$ cat src/rtl/adder_mp_seq_pkg.sv
// Shared adder-sequencer definitions: FSM state encoding, opcode values and
// the carry-seed helper, kept here so future ALU sequencers can reuse them.
package adder_mp_seq_pkg;

    typedef enum logic [1:0] {
        ST_IDLE = 2'd0,
        ST_RUN  = 2'd1,
        ST_DONE = 2'd2
    } state_e;

    localparam logic OP_ADD = 1'b0;
    localparam logic OP_SUB = 1'b1;

    // Subtract is A + ~B + 1, so the first slice always sees a carry of 1.
    function automatic logic op_carry_seed(input logic sub, input logic cin);
        return (sub == OP_SUB) ? 1'b1 : cin;
    endfunction

endpackage

$ cat src/rtl/adder_mp_seq_adder_full_n.sv
// n-bit ripple-carry adder slice; the single datapath element that the
// multi-precision sequencer time-shares.
module adder_full_n #(
    parameter int n = 8
) (
    input  logic [n-1:0] x,
    input  logic [n-1:0] y,
    input  logic         cin,
    output logic [n-1:0] s,
    output logic         cout
);

    always_comb begin
        logic c;
        c = cin;
        s = '0;
        for (int i = 0; i < n; i++) begin
            s[i] = x[i] ^ y[i] ^ c;
            c    = (x[i] & y[i]) | (c & (x[i] ^ y[i]));
        end
        cout = c;
    end

endmodule

$ cat src/rtl/adder_mp_seq.sv
// Multi-precision add/subtract sequencer: walks WORDS slices of the latched
// operands through one adder_full_n, least-significant slice first.
module adder_mp_seq
    import adder_mp_seq_pkg::*;
#(
    parameter int n     = 8,
    parameter int WORDS = 4,
    localparam int W    = n * WORDS,
    localparam int IW   = $clog2(WORDS)
) (
    input  logic         clk,
    input  logic         rst,
    input  logic         start,
    input  logic         sub,
    input  logic         cin,
    input  logic [W-1:0] A,
    input  logic [W-1:0] B,
    output logic         busy,
    output logic         done,
    output logic [W-1:0] sum,
    output logic         cout,
    output logic         ovf
);

    state_e          state_q;
    logic [W-1:0]    a_q, b_q;
    logic            sub_q;
    logic            carry_q;
    logic [IW-1:0]   idx_q;
    logic [W-1:0]    sum_q;
    logic            cout_q, ovf_q, busy_q, done_q;

    logic [n-1:0]    x_slice, y_slice, s_slice;
    logic            c_slice;
    logic            last;
    logic [W-1:0]    sum_d;
    logic [IW-1:0]   idx_d;
    logic            ovf_d;

    assign x_slice = a_q[idx_q*n +: n];
    assign y_slice = b_q[idx_q*n +: n] ^ {n{sub_q}};
    assign last    = (idx_q == IW'(WORDS - 1));

    adder_full_n #(.n(n)) u_slice (
        .x    (x_slice),
        .y    (y_slice),
        .cin  (carry_q),
        .s    (s_slice),
        .cout (c_slice)
    );

    always_comb begin
        sum_d = sum_q;
        sum_d[idx_q*n +: n] = s_slice;
        // Index saturates on the last slice so it never wraps.
        idx_d = last ? idx_q : idx_q + IW'(1);
        // Carry into the MSB xor carry out of it.
        ovf_d = x_slice[n-1] ^ y_slice[n-1] ^ s_slice[n-1] ^ c_slice;
    end

    always_ff @(posedge clk) begin
        if (rst) begin
            state_q <= ST_IDLE;
            a_q     <= '0;
            b_q     <= '0;
            sub_q   <= 1'b0;
            carry_q <= 1'b0;
            idx_q   <= '0;
            sum_q   <= '0;
            cout_q  <= 1'b0;
            ovf_q   <= 1'b0;
            busy_q  <= 1'b0;
            done_q  <= 1'b0;
        end else begin
            case (state_q)
                ST_IDLE, ST_DONE: begin
                    done_q <= 1'b0;
                    if (start) begin
                        a_q     <= A;
                        b_q     <= B;
                        sub_q   <= sub;
                        carry_q <= op_carry_seed(sub, cin);
                        idx_q   <= '0;
                        sum_q   <= '0;
                        cout_q  <= 1'b0;
                        ovf_q   <= 1'b0;
                        busy_q  <= 1'b1;
                        state_q <= ST_RUN;
                    end else begin
                        state_q <= ST_IDLE;
                    end
                end
                ST_RUN: begin
                    sum_q   <= sum_d;
                    carry_q <= c_slice;
                    idx_q   <= idx_d;
                    if (last) begin
                        cout_q  <= c_slice;
                        ovf_q   <= ovf_d;
                        busy_q  <= 1'b0;
                        done_q  <= 1'b1;
                        state_q <= ST_DONE;
                    end
                end
                default: begin
                    busy_q  <= 1'b0;
                    done_q  <= 1'b0;
                    state_q <= ST_IDLE;
                end
            endcase
        end
    end

    assign busy = busy_q;
    assign done = done_q;
    assign sum  = sum_q;
    assign cout = cout_q;
    assign ovf  = ovf_q;

endmodule

$ cat config.mk
export PLATFORM = sky130hd
export DESIGN_NAME = adder_mp_seq
export DESIGN_NICKNAME = d
export VERILOG_FILES = /design/src/rtl/adder_mp_seq_pkg.sv /design/src/rtl/adder_mp_seq_adder_full_n.sv /design/src/rtl/adder_mp_seq.sv
export SDC_FILE = /design/constraint.sdc
export NUM_CORES = 1
export LEC_CHECK = 0
export BUFFER_PORTS_ARGS = -buffer_cell sky130_fd_sc_hd__buf_2
export CAP_MARGIN = 15
export CORE_AREA = 3 3 105 107
export CTS_CLUSTER_DIAMETER = 50
export CTS_CLUSTER_SIZE = 16
export DETAILED_ROUTE_END_ITERATION = 10
export DIE_AREA = 0 0 108 110
export PLACE_DENSITY = 0.7
export SLEW_MARGIN = 20
export SYNTH_ARGS = -nofsm -noshare
export SYNTH_HDL_FRONTEND = slang
export SYNTH_SLANG_ARGS = --single-unit
export TNS_END_PERCENT = 20
$ cat constraint.sdc
create_clock -name clk -period 5.55 [get_ports clk]
set_input_delay 0.555 -clock clk [delete_from_list [all_inputs] [get_ports clk]]
set_output_delay 0.555 -clock clk [all_outputs]
set_load 0.02 [all_outputs]
==> out/results.ini <==
[detailed_routing]
first_pass_iters = 4
route.detailed.drc = 0
vias = 3795
wl_per_cell_um = 15.0
vias_per_cell = 5.29
routed_wl_um = 10800
drt_iter0_markers = 220
ant_nets = 0

[floorplan]
die_y_um = 110
rows = 37
pin_count = 105
initial_core_util_pct = 45.5
die_area_um2 = 11900
die_w_um = 108
core-area_um2 = 10200

[synthesis]
yosysSeqAreaShare_pct = 45.5
synth-main-ff-cell = dfxtp_1
ys_top_cells_by_area = dfxtp_1, nand2_1, a21oi_1, mux4_2, nand3_1
yosysTopAreaCellShare_pct = 45.5
synth-edff-count = 0
synth_area_um2 = 4660
synth_cell_types = 41
synthArstFlopShare_pct = 0
yosysWarnings = 0
yosysTopAreaCell = dfxtp_1
synth-seq-cells = 106
synth_cells = 495
mappedNetlistNets = 577
avgSynthCellArea_um2 = 9.41

[timing]
timing.setup.tns_ns = 0
hold_ws_ns = 0.415
rsz0062_at_grt = no
finalHoldViolations = 0
slew_headroom_pct = 30.0
finalSetupViolations = 0
finalCritPeriodShare_pct = 85.2
period_minus_slack_ns = 4.73
drv_slew = 0
worst_slew_pin_slew_ns = 1.05
finalClockSkew_ns = 0.0125
max_clock_freq_mhz = 212

[placement]
io_buffer_count = 104
place_congestion = 0.810
dp_hpwl_um = 7800

[setup_path]
path_cells = buf_4 > mux4_2 > fa_1 > fa_1 > fa_1 > fa_1 > fa_1 > inv_1 > fa_1 > fa_1 > inv_1 > fa_1 > xnor2_1 > xnor2_1 > a21o_1
max_stage_delay_ns = 0.54
start_kind = flip-flop
crit_top_cell = fa_1
worstSetupPathType = reg -> reg
path_delay_family = adder cells
worstSetupEndpointType = flip-flop
arrival_ns = 4.99
critPathBufInv = 3
path_max_fanout = 8
slowest_stage = mux4_2
required_ns = 5.81

[global_route]
track_usage_pct = 18.6
grt_max_degree = 93
antenna_found_initial = 0
grt_pass1_wl_um = 17500
overflow = 0
grt_pass1_vias = 3601

[finish]
mostFrequentLayoutCells = nand2_1, dfxtp_1, buf_2, a21oi_1, nand3_1
area_growth_pct = 14.2
diodes = 0
fin_nets = 658
seq_area_um2 = 2120
n_fill_cell = 964
layout_commonest_cell = nand2_1
multi_input_area_um2 = 2250
layout-drive-gt1-share_pct = 28.9

[status]
status = finished, final reports clean

[cts]
clock_latency_ns = 0.36
clockBufferDepth = 2
htreeDepth = 3
clock_sinks = 106
cts_root_buf = clkbuf_8
cts-resized-gates = 0
post_cts.repair.setup_buffers = 0
numCtsBuffers = 9
cts-hold-fix-buffers = 0
cts_tree = yes
clk_transition_reported_paths_ns = 0.10

[min_path]
worstHoldPathType = in -> reg

[power_and_ir_drop]
p_per_area_nw_per_um2 = 280
peakVddDrop_mv = 0.150
cellLeakagePower_nw = 2.18

[job]
maxCapViolations = 0

synthesized netlist by cell type, types with 2 or more instances:
| library cell | number |
|---|---|
| nand3b_1 | 2 |
| buf_2 | 22 |
| buf_6 | 6 |
| a21oi_1 | 78 |
| xnor2_1 | 4 |
| inv_1 | 8 |
| ha_1 | 5 |
| nor2_1 | 6 |
| or3_1 | 2 |
| mux4_2 | 16 |
| fa_1 | 8 |
| o21a_1 | 3 |
| nand2_1 | 123 |
| nand3_1 | 34 |
| clkbuf_1 | 6 |
| a311oi_4 | 2 |
| a21oi_2 | 9 |
| xor2_1 | 6 |
| dfxtp_1 | 106 |
| buf_8 | 2 |
| nand2_2 | 9 |
| and3b_1 | 2 |
| a22o_1 | 16 |
| buf_4 | 2 |
| and4_1 | 2 |
flip-flops by register name, summed over array words and instances (netlist names):
name and count:
a_q 32, b_q 32, sum 32, idx_q 2, state_q 2, busy 1, carry_q 1, cout 1
done 1, ovf 1, sub_q 1
path summary, 6_finish.rpt:
| path | from | to | slack [ns] | depth (start not counted) |
|---|---|---|---|---|
| setup reg to reg | idx_q[0] | ovf | 0.82 | 15 |
| setup / recovery | idx_q[0] | ovf | 0.82 | 15 |
| hold reg to reg | b_q[3] | b_q[3] | 0.46 | 2 |
| hold / removal | B[3] | b_q[3] | 0.42 | 3 |
worst register-to-register path: cells and delay by family (launching register included):
family	cells	cell delay, ns
xor+xnor	2	0.31
compound gates	1	0.17
flops	1	0.39
buf+inv	3	0.35
mux	1	0.54
fa+ha+maj	8	2.89
where the power goes:
part / internal, W / leakage, nW / switching (W)
logic: 0.0000964 / 1.22 / 0.000144
registers: 0.000795 / 0.865 / 0.0000231
clock network: 0.000166 / 0.0860 / 0.000263
through the flow:
step / std cells / power (W) / utilization, % / instance area (um^2) / setup slack (ns)
3_3_place_gp: 701 / 0.00107 / 50.3 / 5150 / 0.939
3_5_place_dp: 701 / 0.00108 / 50.3 / 5150 / 0.837
2_1_floorplan: 495 / 0.00101 / - / 4660 / 0.904
6_report: 717 / 0.00149 / 52.0 / 5320 / 0.822
5_1_grt: 717 / 0.00156 / 52.0 / 5320 / 0.634
4_1_cts: 717 / 0.00150 / 52.0 / 5320 / 0.821
layout make-up:
class,count,share of cell area [%]
Multi-Input combinational cell,340,42.3
Sequential cell,106,39.9
Timing Repair Buffer,110,10.7
Tap cell,136,3.20
Clock buffer,9,2.33
Clock inverter,7,0.964
Inverter,9,0.635
routing by layer:
layer  global-route usage (%)  share of wire, %  vias up
met3                     3.79               6.7       10
met1                     24.8                43     1799
li1                         -                 -     1856
met4                     4.51              0.79        0
met2                     31.3                49      130
met5                        0                 0        -
cells by family (layout without fill, tap and decap cells):
group	count (synthesis)	after routing	synth area share [%]
xor+xnor	10	10	1.88
flops	106	106	45.5
simple gates	187	187	18.3
mux	17	17	7.95
buf+inv	49	135	6.18
compound gates	113	113	15.4
fa+ha+maj	13	13	4.78
Power figures use the tool's default switching activity.
